### src/rtl/serial_receive_pkg.sv
// Shared definitions for the serial link: default frame geometry and receiver state encoding.
// Latency: n/a; backpressure: n/a.
package serial_receive_pkg;

    localparam int OVERSAMPLE_DEF = 16;
    localparam int DATA_BITS_DEF  = 16;

    typedef enum logic [2:0] {
        IDLE      = 3'd0,
        START     = 3'd1,
        DATA      = 3'd2,
        STOP      = 3'd3,
        WAIT_HIGH = 3'd4
    } rx_state_e;

    function automatic int tick_width(input int oversample);
        return (oversample > 1) ? $clog2(oversample) : 1;
    endfunction

endpackage

### src/rtl/serial_receive_if.sv
// Consumer-facing bundle of the serial receiver: oversample tick, line, handshake and status.
// Latency: n/a; backpressure: Ack retires DataReady, no stall of the line itself.
interface serial_receive_if
    import serial_receive_pkg::*;
#(
    parameter int DATA_BITS = DATA_BITS_DEF
) ();

    logic                 SampleTick;
    logic                 Receive;
    logic                 Ack;
    logic [DATA_BITS-1:0] DataOut;
    logic                 DataReady;
    logic                 FrameError;
    logic                 Overrun;
    logic                 Busy;

    modport master (
        output SampleTick, Receive, Ack,
        input  DataOut, DataReady, FrameError, Overrun, Busy
    );

    modport slave (
        input  SampleTick, Receive, Ack,
        output DataOut, DataReady, FrameError, Overrun, Busy
    );

endinterface

### src/rtl/serial_rx_sync.sv
// Two-flop synchronizer for the asynchronous serial line, resetting to the idle (high) level.
// Latency: 2 Clock cycles; backpressure: none.
module serial_rx_sync (
    input  logic Clock,
    input  logic Reset_n,
    input  logic d_i,
    output logic q_o
);

    logic meta_q;
    logic sync_q;

    always_ff @(posedge Clock or negedge Reset_n) begin
        if (!Reset_n) begin
            meta_q <= 1'b1;
            sync_q <= 1'b1;
        end else begin
            meta_q <= d_i;
            sync_q <= meta_q;
        end
    end

    assign q_o = sync_q;

endmodule

### src/rtl/serial_receive.sv
// Oversampling UART receiver: start/DATA_BITS LSB-first/stop framing, word held under ready/ack.
// Latency: ~1.5+DATA_BITS bit periods + 2 Clocks from start edge; backpressure: none, unacked words are overwritten (Overrun).
module serial_receive
    import serial_receive_pkg::*;
#(
    parameter int OVERSAMPLE = OVERSAMPLE_DEF,
    parameter int DATA_BITS  = DATA_BITS_DEF
) (
    input  logic           Clock,
    input  logic           Reset_n,
    serial_receive_if.slave bus
);

    localparam int              TW        = tick_width(OVERSAMPLE);
    localparam logic [TW-1:0]   MID_START = TW'(OVERSAMPLE / 2 - 1);
    localparam logic [TW-1:0]   LAST_TICK = TW'(OVERSAMPLE - 1);
    localparam logic [4:0]      LAST_BIT  = 5'(DATA_BITS - 1);

    logic                 rx_s;
    rx_state_e            state_q;
    logic [TW-1:0]        tick_cnt_q;
    logic [TW-1:0]        tick_cnt_d;
    logic [4:0]           bit_cnt_q;
    logic [DATA_BITS-1:0] sr_q;
    logic [DATA_BITS-1:0] sr_d;
    logic [DATA_BITS-1:0] data_q;
    logic                 ready_q;
    logic                 ferr_q;
    logic                 ovr_q;
    logic                 word_done;

    serial_rx_sync u_sync (
        .Clock   (Clock),
        .Reset_n (Reset_n),
        .d_i     (bus.Receive),
        .q_o     (rx_s)
    );

    assign tick_cnt_d = tick_cnt_q + TW'(1);
    assign sr_d       = {rx_s, sr_q[DATA_BITS-1:1]};
    assign word_done  = bus.SampleTick && (state_q == STOP) && (tick_cnt_q == LAST_TICK) && rx_s;

    always_ff @(posedge Clock or negedge Reset_n) begin
        if (!Reset_n) begin
            state_q    <= IDLE;
            tick_cnt_q <= '0;
            bit_cnt_q  <= '0;
            sr_q       <= '0;
            data_q     <= '0;
            ready_q    <= 1'b0;
            ferr_q     <= 1'b0;
            ovr_q      <= 1'b0;
        end else begin
            ferr_q <= 1'b0;

            // A completing word beats a same-cycle Ack: the fresh word stays pending.
            if (word_done) begin
                data_q  <= sr_q;
                ready_q <= 1'b1;
                ovr_q   <= ready_q & ~bus.Ack;
            end else if (bus.Ack) begin
                ready_q <= 1'b0;
                ovr_q   <= 1'b0;
            end

            if (bus.SampleTick) begin
                case (state_q)
                    IDLE: begin
                        if (!rx_s) begin
                            state_q    <= START;
                            tick_cnt_q <= '0;
                        end
                    end
                    START: begin
                        if (tick_cnt_q == MID_START) begin
                            if (!rx_s) begin
                                state_q    <= DATA;
                                tick_cnt_q <= '0;
                                bit_cnt_q  <= '0;
                            end else begin
                                state_q <= IDLE;
                            end
                        end else begin
                            tick_cnt_q <= tick_cnt_d;
                        end
                    end
                    DATA: begin
                        if (tick_cnt_q == LAST_TICK) begin
                            sr_q       <= sr_d;
                            tick_cnt_q <= '0;
                            bit_cnt_q  <= bit_cnt_q + 5'd1;
                            if (bit_cnt_q == LAST_BIT) begin
                                state_q <= STOP;
                            end
                        end else begin
                            tick_cnt_q <= tick_cnt_d;
                        end
                    end
                    STOP: begin
                        if (tick_cnt_q == LAST_TICK) begin
                            tick_cnt_q <= '0;
                            if (rx_s) begin
                                state_q <= IDLE;
                            end else begin
                                ferr_q  <= 1'b1;
                                state_q <= WAIT_HIGH;
                            end
                        end else begin
                            tick_cnt_q <= tick_cnt_d;
                        end
                    end
                    // A line stuck low after a bad stop bit must not look like a new start edge.
                    WAIT_HIGH: begin
                        if (rx_s) begin
                            state_q <= IDLE;
                        end
                    end
                    default: state_q <= IDLE;
                endcase
            end
        end
    end

    assign bus.DataOut    = data_q;
    assign bus.DataReady  = ready_q;
    assign bus.FrameError = ferr_q;
    assign bus.Overrun    = ovr_q;
    assign bus.Busy       = (state_q != IDLE);

endmodule
### src/flat_wrapper.sv
// flat-port wrapper written by rule: the top's interface ports become plain ports
module serial_receive_flat import serial_receive_pkg::*;
#(
    parameter int OVERSAMPLE = OVERSAMPLE_DEF,
    parameter int DATA_BITS  = DATA_BITS_DEF
)
  (Clock, Reset_n, bus_SampleTick, bus_Receive, bus_Ack, bus_DataOut, bus_DataReady, bus_FrameError, bus_Overrun, bus_Busy);
  serial_receive_if #(.DATA_BITS(DATA_BITS)) bus_i ();
  input  logic Clock;
  input  logic Reset_n;
  input wire logic [$bits(bus_i.SampleTick)-1:0] bus_SampleTick;
  input wire logic [$bits(bus_i.Receive)-1:0] bus_Receive;
  input wire logic [$bits(bus_i.Ack)-1:0] bus_Ack;
  output wire logic [$bits(bus_i.DataOut)-1:0] bus_DataOut;
  output wire logic [$bits(bus_i.DataReady)-1:0] bus_DataReady;
  output wire logic [$bits(bus_i.FrameError)-1:0] bus_FrameError;
  output wire logic [$bits(bus_i.Overrun)-1:0] bus_Overrun;
  output wire logic [$bits(bus_i.Busy)-1:0] bus_Busy;
  assign bus_i.SampleTick = bus_SampleTick;
  assign bus_i.Receive = bus_Receive;
  assign bus_i.Ack = bus_Ack;
  assign bus_DataOut = bus_i.DataOut;
  assign bus_DataReady = bus_i.DataReady;
  assign bus_FrameError = bus_i.FrameError;
  assign bus_Overrun = bus_i.Overrun;
  assign bus_Busy = bus_i.Busy;
  serial_receive #(.OVERSAMPLE(OVERSAMPLE), .DATA_BITS(DATA_BITS)) u_core (.Clock(Clock), .Reset_n(Reset_n), .bus(bus_i));
endmodule
### config.mk
export PLATFORM = sky130hd
export DESIGN_NAME = serial_receive_flat
export DESIGN_NICKNAME = d
export VERILOG_FILES = /design/src/rtl/serial_receive_pkg.sv /design/src/rtl/serial_receive_if.sv /design/src/rtl/serial_rx_sync.sv /design/src/rtl/serial_receive.sv /design/src/flat_wrapper.sv
export SDC_FILE = /design/constraint.sdc
export NUM_CORES = 1
export LEC_CHECK = 0
export CORE_MARGIN = 2
export CORE_UTILIZATION = 36
export CTS_CLUSTER_DIAMETER = 200
export CTS_CLUSTER_SIZE = 16
export DETAILED_ROUTE_END_ITERATION = 7
export GPL_ROUTABILITY_DRIVEN = 0
export PLACE_DENSITY_LB_ADDON = 0.1
export SETUP_SLACK_MARGIN = 0.1
export SKIP_CTS_REPAIR_TIMING = 1
export SYNTH_ARGS = -nofsm -noshare
export SYNTH_HDL_FRONTEND = slang
export SYNTH_SLANG_ARGS = --single-unit
### constraint.sdc
create_clock -name Clock -period 5.7 [get_ports Clock]
set_input_delay 1.14 -clock Clock [delete_from_list [all_inputs] [get_ports Clock]]
set_output_delay 1.14 -clock Clock [all_outputs]
set_load 0.02 [all_outputs]
==> results of run 1 <==
-- path summary, 6_finish.rpt --
kind | from | to | slack (ps) | cells past startpoint
max in group asynchronous | Reset_n | u_core.bus.DataOut[5] | 4010 | 1
min in group asynchronous | Reset_n | u_core.state_q[2] | 1030 | 1
worst min-delay path | u_core.u_sync.meta_q | u_core.u_sync.q_o | 370 | 0
worst min register to register | u_core.u_sync.meta_q | u_core.u_sync.q_o | 370 | 0
worst max register to register | u_core.tick_cnt_q[0] | u_core.bus.DataOut[12] | 3380 | 4
worst max-delay path | u_core.state_q[0] | bus_Busy | 2720 | 2
-- cells by family (layout without fill, tap and decap cells) --
kind of cell,count (synthesis),in the layout,share of synthesized area [%]
multiplexers,37,37,19.2
AO/OA/AOI/OAI,22,22,7.47
buffers and inverters,12,38,3.42
adder cells (fa/ha/maj),3,3,1.74
flip-flops,49,49,56.9
AND/OR/NAND/NOR,37,37,10.9
XOR/XNOR,1,1,0.406
-- per-layer routing --
layer / global-route usage (%) / up-vias / share of wire (%)
met3: 4.29 / 4 / 4.3
met2: 19.0 / 23 / 46
met4: 5.08 / 0 / 1.2
met1: 17.4 / 665 / 49
li1: - / 628 / -
met5: 0 / - / 0
-- power by group through the flow --
stage	sequential, mW	combinational, mW	clock (mW)
2_1_floorplan	0.394	0.150	0
3_3_place_gp	0.424	0.148	0
3_5_place_dp	0.426	0.152	0
4_1_cts	0.418	0.152	0.206
5_1_grt	0.425	0.170	0.223
6_report	0.419	0.150	0.196
-- per-stage QoR --
stage,power [mW],worst slack (ps),utilization [%],instances
detailed placement,0.578,2370,41.7,254
CTS,0.777,2680,43.1,262
floorplan,0.544,3430,-,161
global route,0.818,2560,43.1,262
finish,0.765,2720,43.1,262
global placement,0.572,2380,41.7,254
-- state kept, by name (all words and copies together), names as in the netlist --
signal and count:
u_core.bus.Overrun 1, u_core.u_sync.meta_q 1, u_core.bit_cnt_q 5, u_core.state_q 3, u_core.u_sync.q_o 1, u_core.bus.DataReady 1
u_core.bus.DataOut 16, u_core.sr_q 16, u_core.tick_cnt_q 4, u_core.bus.FrameError 1
-- worst register-to-register path: cells and delay by family, from the launching register on --
family | cells | cell delay [ps]
adder cells (fa/ha/maj) | 1 | 250
flip-flops | 1 | 420
multiplexers | 1 | 430
AND/OR/NAND/NOR | 2 | 1110
-- cell usage in the layout, fill, tap and decap left out, drive strengths merged, types with 2 or more instances in the layout --
master,n
a22o,4
and3,3
clkbuf,6
clkdlybuf4s50,23
clkinv,2
dfrtp,47
dfstp,2
ha,3
inv,6
mux2,35
mux2i,2
nand2,7
nand2b,2
nand3,4
nand3b,2
nor2,7
nor2b,2
nor3,2
nor3b,2
o21ai,7
o22ai,2
-- area by class of cell --
cell class                      instances  area [µm²]
Fill cell                             556        3330
Timing Repair Buffer                   24         235
Sequential cell                        49        1230
Inverter                                6        22.5
Clock inverter                          2        10.0
Tap cell                               75        93.8
Clock buffer                            6        72.6
Multi-Input combinational cell        100         857
==> reports/metrics.json, run 1 <==
{
  "grt.overflow.total": {"value": 0},
  "arrival": {"value": 1840, "unit": "ps"},
  "ys_seq_elements": {"value": 49},
  "slew_violations": {"value": 0},
  "die_area": {"value": 6630, "unit": "µm²"},
  "asyncSetResetFlopFracSynth": {"value": 100, "unit": "%"},
  "layout_worst_path_cycle_share": {"value": 52.3, "unit": "%"},
  "timing.critical_path.from_type": {"value": "flop"},
  "first_iter_violations": {"value": 39},
  "netlist.top_cell.by_area": {"value": "sky130_fd_sc_hd__dfrtp_1"},
  "netSwitchingPower": {"value": 0.240, "unit": "mW"},
  "detailedPlacementHpwl": {"value": 2.51, "unit": "mm"},
  "synth-edff-count": {"value": 0},
  "yosysWarningCount": {"value": 0},
  "ys.flop_type": {"value": "sky130_fd_sc_hd__dfrtp_1"},
  "syn_area_per_cell": {"value": 13.4, "unit": "µm²"},
  "clock_tree.htree_level_count": {"value": 2},
  "yosysSeqAreaShare": {"value": 56.9, "unit": "%"},
  "power.switching_fraction": {"value": 31.3, "unit": "%"},
  "post_synthesis_cell_area": {"value": 2160, "unit": "µm²"},
  "timing.setup.tns": {"value": 0, "unit": "ps"},
  "total_routing_usage_reported_by_global_routing": {"value": 12.9, "unit": "%"},
  "placement_rows": {"value": 28},
  "clock_skew": {"value": 6.95, "unit": "ps"},
  "critical_path_buf_inv_count": {"value": 1},
  "outcome": {"value": "finished, final reports clean"},
  "remaining_drc_errors": {"value": 0},
  "syn-instance-count": {"value": 161},
  "yosys.cell_types.count": {"value": 41},
  "syn_nets": {"value": 169},
  "rsz_0062_raised_after_global_routing": {"value": "no"},
  "criticalPathCategory": {"value": "reg2out"},
  "coreArea": {"value": 5850, "unit": "µm²"},
  "max_clock_freq": {"value": 0.335, "unit": "GHz"},
  "die_h": {"value": 81.5, "unit": "µm"},
  "route.final.wire_length": {"value": 3.73, "unit": "mm"},
  "power_density": {"value": 304, "unit": "nW/µm²"},
  "layout.cell_area.non_filler": {"value": 2520, "unit": "µm²"},
  "portBuffers": {"value": 24},
  "power.share.sequential": {"value": 54.8, "unit": "%"},
  "critical_path_peak_fanout": {"value": 17},
  "worst_hold_class": {"value": "reg2reg"},
  "num_antenna_cells": {"value": 0},
  "leakagePower": {"value": 1.16, "unit": "nW"},
  "io_pins": {"value": 25},
  "cts_made_buffers": {"value": 5},
  "grt_pass1_vias": {"value": 1285},
  "yosys.cell_count.top_type": {"value": "sky130_fd_sc_hd__dfrtp_1"},
  "yosys.area.top_type_share": {"value": 54.5, "unit": "%"},
  "cts.root.buffer_cell": {"value": "sky130_fd_sc_hd__clkbuf_8"},
  "finalHoldViolations": {"value": 0},
  "insertion_delay": {"value": 300, "unit": "ps"},
  "tritoncts": {"value": "built"},
  "worst_hold_slack": {"value": 372, "unit": "ps"},
  "area_growth_syn_to_layout": {"value": 16.7, "unit": "%"},
  "routedWlPerCell": {"value": 14.2, "unit": "µm"},
  "cts.clk_slew.worst_paths": {"value": 90, "unit": "ps"},
  "max-slew-margin-rel": {"value": 26.1, "unit": "%"},
  "grt_max_degree": {"value": 50},
  "power.share.clock": {"value": 25.6, "unit": "%"},
  "critPathTopFamily": {"value": "flip-flops"},
  "cts_sinks": {"value": 49},
  "max_cap_viol_count": {"value": 0},
  "grt_first_pass_wirelength": {"value": 6.40, "unit": "mm"},
  "drtPass1Iterations": {"value": 4},
  "antenna_violations_before_repair": {"value": 0},
  "drive_above_1_share": {"value": 27.3, "unit": "%"},
  "clk_path_buf_depth": {"value": 2},
  "postPlaceCellArea": {"value": 2440, "unit": "µm²"},
  "share_comb_of_total_power": {"value": 19.6, "unit": "%"},
  "vdd_ir_drop_max": {"value": 0.000112, "unit": "V"},
  "finalNetCount": {"value": 194},
  "route.detailed.vias_per_inst": {"value": 5.04},
  "worst_pin_slew": {"value": 1100, "unit": "ps"},
  "min_period": {"value": 2980, "unit": "ps"},
  "antenna_violating_nets_post_route": {"value": 0},
  "report.final.setup_viol": {"value": 0},
  "series_of_cell_instances_along_the_critical_path": {"value": "or3_1, clkdlybuf4s50_1"},
  "synth.top_cells.by_count": {"value": "sky130_fd_sc_hd__dfrtp_1 (47), sky130_fd_sc_hd__mux2_2 (35), sky130_fd_sc_hd__nand2_1 (7)"},
  "cp-end-kind": {"value": "output port"},
  "internal_power": {"value": 0.525, "unit": "mW"},
  "die_x": {"value": 81.5, "unit": "µm"},
  "num_vias": {"value": 1320},
  "initial_utilization": {"value": 36.9, "unit": "%"},
  "worst_path_largest_cell_delay": {"value": 590, "unit": "ps"},
  "slowest_stage": {"value": "sky130_fd_sc_hd__dfrtp_1"},
  "critPathRequiredTime": {"value": 4560, "unit": "ps"},
  "yosys-top-cells-area": {"value": "sky130_fd_sc_hd__dfrtp_1 (54%), sky130_fd_sc_hd__mux2_2 (18%), sky130_fd_sc_hd__dfstp_2 (2.4%)"}
}
Power figures use the tool's default switching activity.
==> inputs of run 2 (changes only) <==
clock period = 3.1 ns   (was 5.7 ns; I/O delays follow)
==> run 2 against run 1 <==
Net effect: worst hold slack lost 1.4 ps; design area rose by 1.8%; final cell count up 0.38%; clock skew shrank 4.0 ps; critical path depth unchanged; first-iteration DRC count is 100% higher; die area stayed put; non-clock buffer count is 1 higher; utilization increased by 0.77 points; clock power rose by 140%; worst setup slack got worse by 2100 ps; largest cell class unchanged.
==> reports/metrics.json, run 2 (synthesized netlist as in run 1, its figures left out) <==
{
  "outcome": {"value": "finished, final reports clean", "change": "unchanged"},
  "num_vias": {"value": 1330, "change": "was 1320"},
  "worst_hold_class": {"value": "reg2reg", "change": "unchanged"},
  "power.share.sequential": {"value": 50.6, "unit": "%", "change": "was 54.8%"},
  "clock_skew": {"value": 2.97, "unit": "ps", "change": "was 6.95 ps"},
  "remaining_drc_errors": {"value": 0, "change": "unchanged"},
  "finalHoldViolations": {"value": 0, "change": "unchanged"},
  "grt.overflow.total": {"value": 0, "change": "unchanged"},
  "route.detailed.vias_per_inst": {"value": 5.06, "change": "was 5.04"},
  "internal_power": {"value": 1.07, "unit": "mW", "change": "was 0.525 mW"},
  "placement_rows": {"value": 28, "change": "unchanged"},
  "insertion_delay": {"value": 300, "unit": "ps", "change": "about the same"},
  "leakagePower": {"value": 1.18, "unit": "nW", "change": "was 1.16 nW"},
  "antenna_violations_before_repair": {"value": 0, "change": "unchanged"},
  "die_area": {"value": 6630, "unit": "µm²", "change": "unchanged"},
  "timing.reg2reg.setup_slack": {"value": 1020, "unit": "ps", "change": "was 3380 ps"},
  "max_cap_viol_count": {"value": 0, "change": "unchanged"},
  "cts_made_buffers": {"value": 5, "change": "unchanged"},
  "drive_above_1_share": {"value": 28.2, "unit": "%", "change": "was 27.3%"},
  "clock_tree.htree_level_count": {"value": 2, "change": "unchanged"},
  "worst_pin_slew": {"value": 1070, "unit": "ps", "change": "was 1100 ps"},
  "layout.cell_area.non_filler": {"value": 2560, "unit": "µm²", "change": "was 2520 µm²"},
  "power": {"value": 1.52, "unit": "mW", "change": "was 0.765 mW"},
  "rsz_0062_raised_after_global_routing": {"value": "no", "change": "unchanged"},
  "io_pins": {"value": 25, "change": "unchanged"},
  "worst_r2r_startpoint": {"value": "u_core.bit_cnt_q[0]", "change": "was u_core.tick_cnt_q[0]"},
  "min_period": {"value": 2460, "unit": "ps"},
  "cts.root.buffer_cell": {"value": "sky130_fd_sc_hd__clkbuf_8", "change": "unchanged"},
  "clk_path_buf_depth": {"value": 2, "change": "unchanged"},
  "drtPass1Iterations": {"value": 4, "change": "unchanged"},
  "timing.setup.tns": {"value": 0, "unit": "ps", "change": "unchanged"},
  "cp-end-kind": {"value": "output port", "change": "unchanged"},
  "fill_cells": {"value": 544, "change": "was 556"},
  "initial_utilization": {"value": 36.9, "unit": "%", "change": "unchanged"},
  "layout.cells.most_common_list": {"value": "sky130_fd_sc_hd__dfrtp_1 (47), sky130_fd_sc_hd__mux2_2 (35), sky130_fd_sc_hd__clkdlybuf4s50_1 (23), sky130_fd_sc_hd__nand2_1 (7)", "change": "unchanged"},
  "report.final.setup_viol": {"value": 0, "change": "unchanged"},
  "power.share.clock": {"value": 31.0, "unit": "%", "change": "was 25.6%"},
  "critical_path_peak_fanout": {"value": 17, "change": "unchanged"},
  "grt_pass1_vias": {"value": 1246, "change": "was 1285"},
  "cts.clk_slew.worst_paths": {"value": 90, "unit": "ps", "change": "about the same"},
  "coreArea": {"value": 5850, "unit": "µm²", "change": "unchanged"},
  "share_comb_of_total_power": {"value": 18.4, "unit": "%", "change": "was 19.6%"},
  "ff2ff_path_depth": {"value": 7, "change": "was 4"},
  "place_inst": {"value": 255, "change": "was 254"},
  "area_of_the_multi_input_gates": {"value": 857, "unit": "µm²", "change": "unchanged"},
  "rr_endpoint": {"value": "u_core.state_q[0]", "change": "was u_core.bus.DataOut[12]"},
  "min_from": {"value": "u_core.u_sync.meta_q", "change": "unchanged"},
  "power.switching_fraction": {"value": 29.6, "unit": "%", "change": "was 31.3%"},
  "area_growth_syn_to_layout": {"value": 18.8, "unit": "%", "change": "was 16.7%"},
  "arrival": {"value": 1840, "unit": "ps", "change": "about the same"},
  "layout_worst_path_cycle_share": {"value": 79.2, "unit": "%"},
  "die_x": {"value": 81.5, "unit": "µm", "change": "unchanged"},
  "grt_max_degree": {"value": 50, "change": "unchanged"},
  "timing.critical_path.from_type": {"value": "flop", "change": "unchanged"},
  "route.final.wire_length": {"value": 3.64, "unit": "mm", "change": "was 3.73 mm"},
  "detailedPlacementHpwl": {"value": 2.43, "unit": "mm", "change": "was 2.51 mm"},
  "antenna_violating_nets_post_route": {"value": 0, "change": "unchanged"},
  "min_delay_worst_endpoint": {"value": "u_core.u_sync.q_o", "change": "unchanged"},
  "mostFrequentLayoutCell": {"value": "sky130_fd_sc_hd__dfrtp_1", "change": "unchanged"},
  "cts_sinks": {"value": 49, "change": "unchanged"},
  "tritoncts": {"value": "built", "change": "unchanged"},
  "vdd_ir_drop_max": {"value": 0.000206, "unit": "V", "change": "was 0.000112 V"},
  "grt_first_pass_wirelength": {"value": 6.18, "unit": "mm", "change": "was 6.40 mm"},
  "postPlaceCellArea": {"value": 2440, "unit": "µm²", "change": "about the same"},
  "final-seq-area": {"value": 1230, "unit": "µm²", "change": "unchanged"},
  "max-slew-margin-rel": {"value": 28.7, "unit": "%", "change": "was 26.1%"},
  "die_h": {"value": 81.5, "unit": "µm", "change": "unchanged"},
  "routedWlPerCell": {"value": 13.8, "unit": "µm", "change": "was 14.2 µm"},
  "critPathRequiredTime": {"value": 2480, "unit": "ps", "change": "was 4560 ps"},
  "num_antenna_cells": {"value": 0, "change": "unchanged"},
  "portBuffers": {"value": 24, "change": "unchanged"},
  "fin_cells": {"value": 263, "change": "was 262"},
  "first_iter_violations": {"value": 78, "change": "was 39"},
  "hold_depth": {"value": 0, "change": "unchanged"},
  "netSwitchingPower": {"value": 0.451, "unit": "mW", "change": "was 0.240 mW"},
  "power_density": {"value": 594, "unit": "nW/µm²", "change": "was 304 nW/µm²"},
  "criticalPathCategory": {"value": "reg2out", "change": "unchanged"},
  "finalNetCount": {"value": 195, "change": "was 194"},
  "max_clock_freq": {"value": 0.407, "unit": "GHz"},
  "slew_violations": {"value": 0, "change": "unchanged"},
  "total_routing_usage_reported_by_global_routing": {"value": 12.5, "unit": "%", "change": "was 12.9%"}
}
==> run 2: cell count changes in the layout (fill, tap and decap cells not counted), sizes merged <==
cell / before / now
bufinv: 0 / 1
clkinvlp: 0 / 1
clkinv: 2 / 0
buf: 1 / 2
==> run 2: how the worst max path moves through the flow <==
stage                              startpoint           endpoint  slack (ps)  cells after the start
final                       u_core.state_q[0]           bus_Busy         640                      2
after global routing        u_core.state_q[0]           bus_Busy         550                      2
after CTS                   u_core.state_q[0]           bus_Busy         620                      2
after detailed placement       bus_SampleTick     u_core.sr_q[3]         520                      5
after global placement         bus_SampleTick    u_core.sr_q[13]         560                      5
after floorplan           u_core.bit_cnt_q[0]  u_core.state_q[0]        1120                      7
==> run 2: worst max-delay path, stage by stage, from the launching register on <==
cell and delay [ps]:
sky130_fd_sc_hd__dfrtp_1 580, sky130_fd_sc_hd__or3_1 420, sky130_fd_sc_hd__clkdlybuf4s50_1 540
==> run 2: cell type report <==
class,instances,share of cell area [%]
clock buffer,6,3.22
clock inverter,2,1.46
inverter,6,0.878
multi-input combinational,100,33.4
sequential,49,47.9
tap,75,3.66
timing repair buffer,25,9.46
==> run 2: stage by stage <==
stage / setup slack [ps] / utilization, % / hold slack, ps
2_1_floorplan: 1120 / - / 324
6_report: 644 / 43.8 / 371
3_3_place_gp: 555 / 41.8 / 359
4_1_cts: 624 / 43.8 / 379
5_1_grt: 554 / 43.8 / 375
3_5_place_dp: 521 / 41.8 / 362
==> run 2: power by group through the flow <==
| stage | registers, mW | clock network [mW] | logic [mW] |
|---|---|---|---|
| final | 0.771 | 0.473 | 0.280 |
| after floorplan | 0.725 | 0 | 0.275 |
| after detailed placement | 0.783 | 0 | 0.281 |
| after global routing | 0.782 | 0.517 | 0.314 |
| after global placement | 0.779 | 0 | 0.275 |
| after CTS | 0.770 | 0.491 | 0.281 |
==> run 2: per-layer routing <==
metal  GRT usage [%]  wire [µm]
met1            17.8       1820
met2            17.6       1590
met3            3.74        169
met4            5.08         63
met5               0          0
==> inputs of run 3 (changes only) <==
clock period = 2.4 ns   (was 3.1 ns; I/O delays follow)
==> run 3 against run 2 <==
Net effect: die area stayed put; non-clock buffer count grew 5; register-to-register slack got worse by 740 ps; clock-buffer cell count grew 1; highest routed layer unchanged; worst setup slack worse by 390 ps; power grew 24%.
==> reports/metrics.json, run 3 (synthesized netlist as in run 1, its figures left out) <==
{
  "outcome": {"value": "finished, final reports clean", "change": "unchanged"},
  "num_antenna_cells": {"value": 0, "change": "unchanged"},
  "grt_pass1_vias": {"value": 1330, "change": "was 1246"},
  "drive_above_1_share": {"value": 29.5, "unit": "%", "change": "was 28.2%"},
  "vdd_ir_drop_max": {"value": 0.000297, "unit": "V", "change": "was 0.000206 V"},
  "max_clock_freq": {"value": 0.467, "unit": "GHz"},
  "placement_rows": {"value": 28, "change": "unchanged"},
  "die_area": {"value": 6630, "unit": "µm²", "change": "unchanged"},
  "drtPass1Iterations": {"value": 4, "change": "unchanged"},
  "coreArea": {"value": 5850, "unit": "µm²", "change": "unchanged"},
  "routedWlPerCell": {"value": 13.9, "unit": "µm", "change": "was 13.8 µm"},
  "timing.reg2reg.setup_slack": {"value": 280, "unit": "ps", "change": "was 1020 ps"},
  "power_density": {"value": 725, "unit": "nW/µm²", "change": "was 594 nW/µm²"},
  "clock_skew": {"value": 7.88, "unit": "ps", "change": "was 2.97 ps"},
  "worst_hold_slack": {"value": 267, "unit": "ps", "change": "was 371 ps"},
  "route.final.wire_length": {"value": 3.73, "unit": "mm", "change": "was 3.64 mm"},
  "slew_violations": {"value": 0, "change": "unchanged"},
  "layout.cells.most_common_list": {"value": "sky130_fd_sc_hd__dfrtp_1 (47), sky130_fd_sc_hd__mux2_2 (35), sky130_fd_sc_hd__clkdlybuf4s50_1 (23), sky130_fd_sc_hd__nand2_1 (7)", "change": "unchanged"},
  "total_routing_usage_reported_by_global_routing": {"value": 12.8, "unit": "%", "change": "was 12.5%"},
  "rsz_0062_raised_after_global_routing": {"value": "no", "change": "unchanged"},
  "finalHoldViolations": {"value": 0, "change": "unchanged"},
  "grt_first_pass_wirelength": {"value": 6.41, "unit": "mm", "change": "was 6.18 mm"},
  "antenna_violations_before_repair": {"value": 0, "change": "unchanged"},
  "tritoncts": {"value": "built", "change": "unchanged"},
  "min_period": {"value": 2140, "unit": "ps"},
  "initial_utilization": {"value": 36.9, "unit": "%", "change": "unchanged"},
  "remaining_drc_errors": {"value": 0, "change": "unchanged"},
  "leakagePower": {"value": 1.19, "unit": "nW", "change": "was 1.18 nW"},
  "first_iter_violations": {"value": 76, "change": "was 78"},
  "insertion_delay": {"value": 290, "unit": "ps", "change": "was 300 ps"},
  "place_inst": {"value": 260, "change": "was 255"},
  "fin_cells": {"value": 268, "change": "was 263"},
  "clock_tree.htree_level_count": {"value": 2, "change": "unchanged"},
  "cp-end-kind": {"value": "output port", "change": "unchanged"},
  "route.detailed.vias_per_inst": {"value": 5.02, "change": "was 5.06"},
  "report.final.setup_viol": {"value": 0, "change": "unchanged"},
  "fill_cells": {"value": 533, "change": "was 544"},
  "die_x": {"value": 81.5, "unit": "µm", "change": "unchanged"},
  "utilization": {"value": 44.5, "unit": "%", "change": "was 43.8%"},
  "area_growth_syn_to_layout": {"value": 20.5, "unit": "%", "change": "was 18.8%"},
  "cts_made_buffers": {"value": 5, "change": "unchanged"},
  "criticalPathCategory": {"value": "reg2out", "change": "unchanged"},
  "num_vias": {"value": 1345, "change": "was 1330"},
  "max_cap_viol_count": {"value": 0, "change": "unchanged"},
  "mostFrequentLayoutCell": {"value": "sky130_fd_sc_hd__dfrtp_1", "change": "unchanged"},
  "die_h": {"value": 81.5, "unit": "µm", "change": "unchanged"},
  "grt.overflow.total": {"value": 0, "change": "unchanged"},
  "portBuffers": {"value": 24, "change": "unchanged"},
  "antenna_violating_nets_post_route": {"value": 0, "change": "unchanged"},
  "io_pins": {"value": 25, "change": "unchanged"},
  "critical_path_peak_fanout": {"value": 11, "change": "was 17"},
  "cts_sinks": {"value": 49, "change": "unchanged"},
  "critPathRequiredTime": {"value": 1920, "unit": "ps", "change": "was 2480 ps"},
  "worst_pin_slew": {"value": 609, "unit": "ps", "change": "was 1070 ps"},
  "max-slew-margin-rel": {"value": 59.4, "unit": "%", "change": "was 28.7%"},
  "arrival": {"value": 1660, "unit": "ps", "change": "was 1840 ps"},
  "clk_path_buf_depth": {"value": 2, "change": "unchanged"},
  "worst_hold_class": {"value": "in2async", "change": "was reg2reg"},
  "cts.root.buffer_cell": {"value": "sky130_fd_sc_hd__clkbuf_8", "change": "unchanged"},
  "layout_worst_path_cycle_share": {"value": 89.3, "unit": "%"},
  "cts.clk_slew.worst_paths": {"value": 80, "unit": "ps", "change": "was 90 ps"},
  "detailedPlacementHpwl": {"value": 2.59, "unit": "mm", "change": "was 2.43 mm"},
  "timing.setup.tns": {"value": 0, "unit": "ps", "change": "unchanged"},
  "grt_max_degree": {"value": 50, "change": "unchanged"},
  "finalNetCount": {"value": 200, "change": "was 195"},
  "timing.critical_path.from_type": {"value": "flop", "change": "unchanged"}
}
run 3: layer usage:
metal / vias up / track usage, % / wire [µm] / part of all wire (%)
met3: 6 / 4.07 / 186 / 5.0
met1: 677 / 17.0 / 1710 / 46
met5: - / 0 / 0 / 0
met2: 24 / 19.8 / 1780 / 48
met4: 0 / 4.07 / 51 / 1.4
li1: 638 / - / - / -
run 3: area by class of cell:
type / instances / area, µm² / share of cell area (%)
Tap cell: 75 / 93.8 / 3.61
Timing Repair Buffer: 30 / 305 / 11.7
Clock buffer: 7 / 86.3 / 3.32
Clock inverter: 1 / 7.51 / 0.289
Multi-Input combinational cell: 100 / 857 / 32.9
Inverter: 6 / 22.5 / 0.866
Sequential cell: 49 / 1230 / 47.2
run 3: through the flow:
stage / cell area, µm² / power [mW] / worst slack [ps]
final: 2600 / 1.89 / 257
after global routing: 2600 / 2.02 / 170
after CTS: 2600 / 1.92 / 233
after detailed placement: 2510 / 1.41 / 253
after global placement: 2510 / 1.39 / 289
after floorplan: 2160 / 1.29 / 418
run 3: critical path, cell delays in order (launching register included):
cell and delay (ps):
sky130_fd_sc_hd__dfrtp_1 490, sky130_fd_sc_hd__or3_1 340, sky130_fd_sc_hd__clkdlybuf4s50_1 540
run 3: power by group:
group,switching [mW],internal [mW],total (mW)
registers,0.0549,0.878,0.933
logic,0.266,0.192,0.458
clock network,0.260,0.234,0.494
total,0.581,1.31,1.89
run 3: final timing paths:
check / from / endpoint / cells after the start
setup / recovery: u_core.state_q[2] / bus_Busy / 2
min in group Clock: u_core.u_sync.meta_q / u_core.u_sync.q_o / 0
hold / removal: Reset_n / u_core.tick_cnt_q[1] / 2
setup reg to reg: u_core.bit_cnt_q[0] / u_core.state_q[0] / 7
max in group asynchronous: Reset_n / u_core.state_q[2] / 2
hold reg to reg: u_core.u_sync.meta_q / u_core.u_sync.q_o / 0
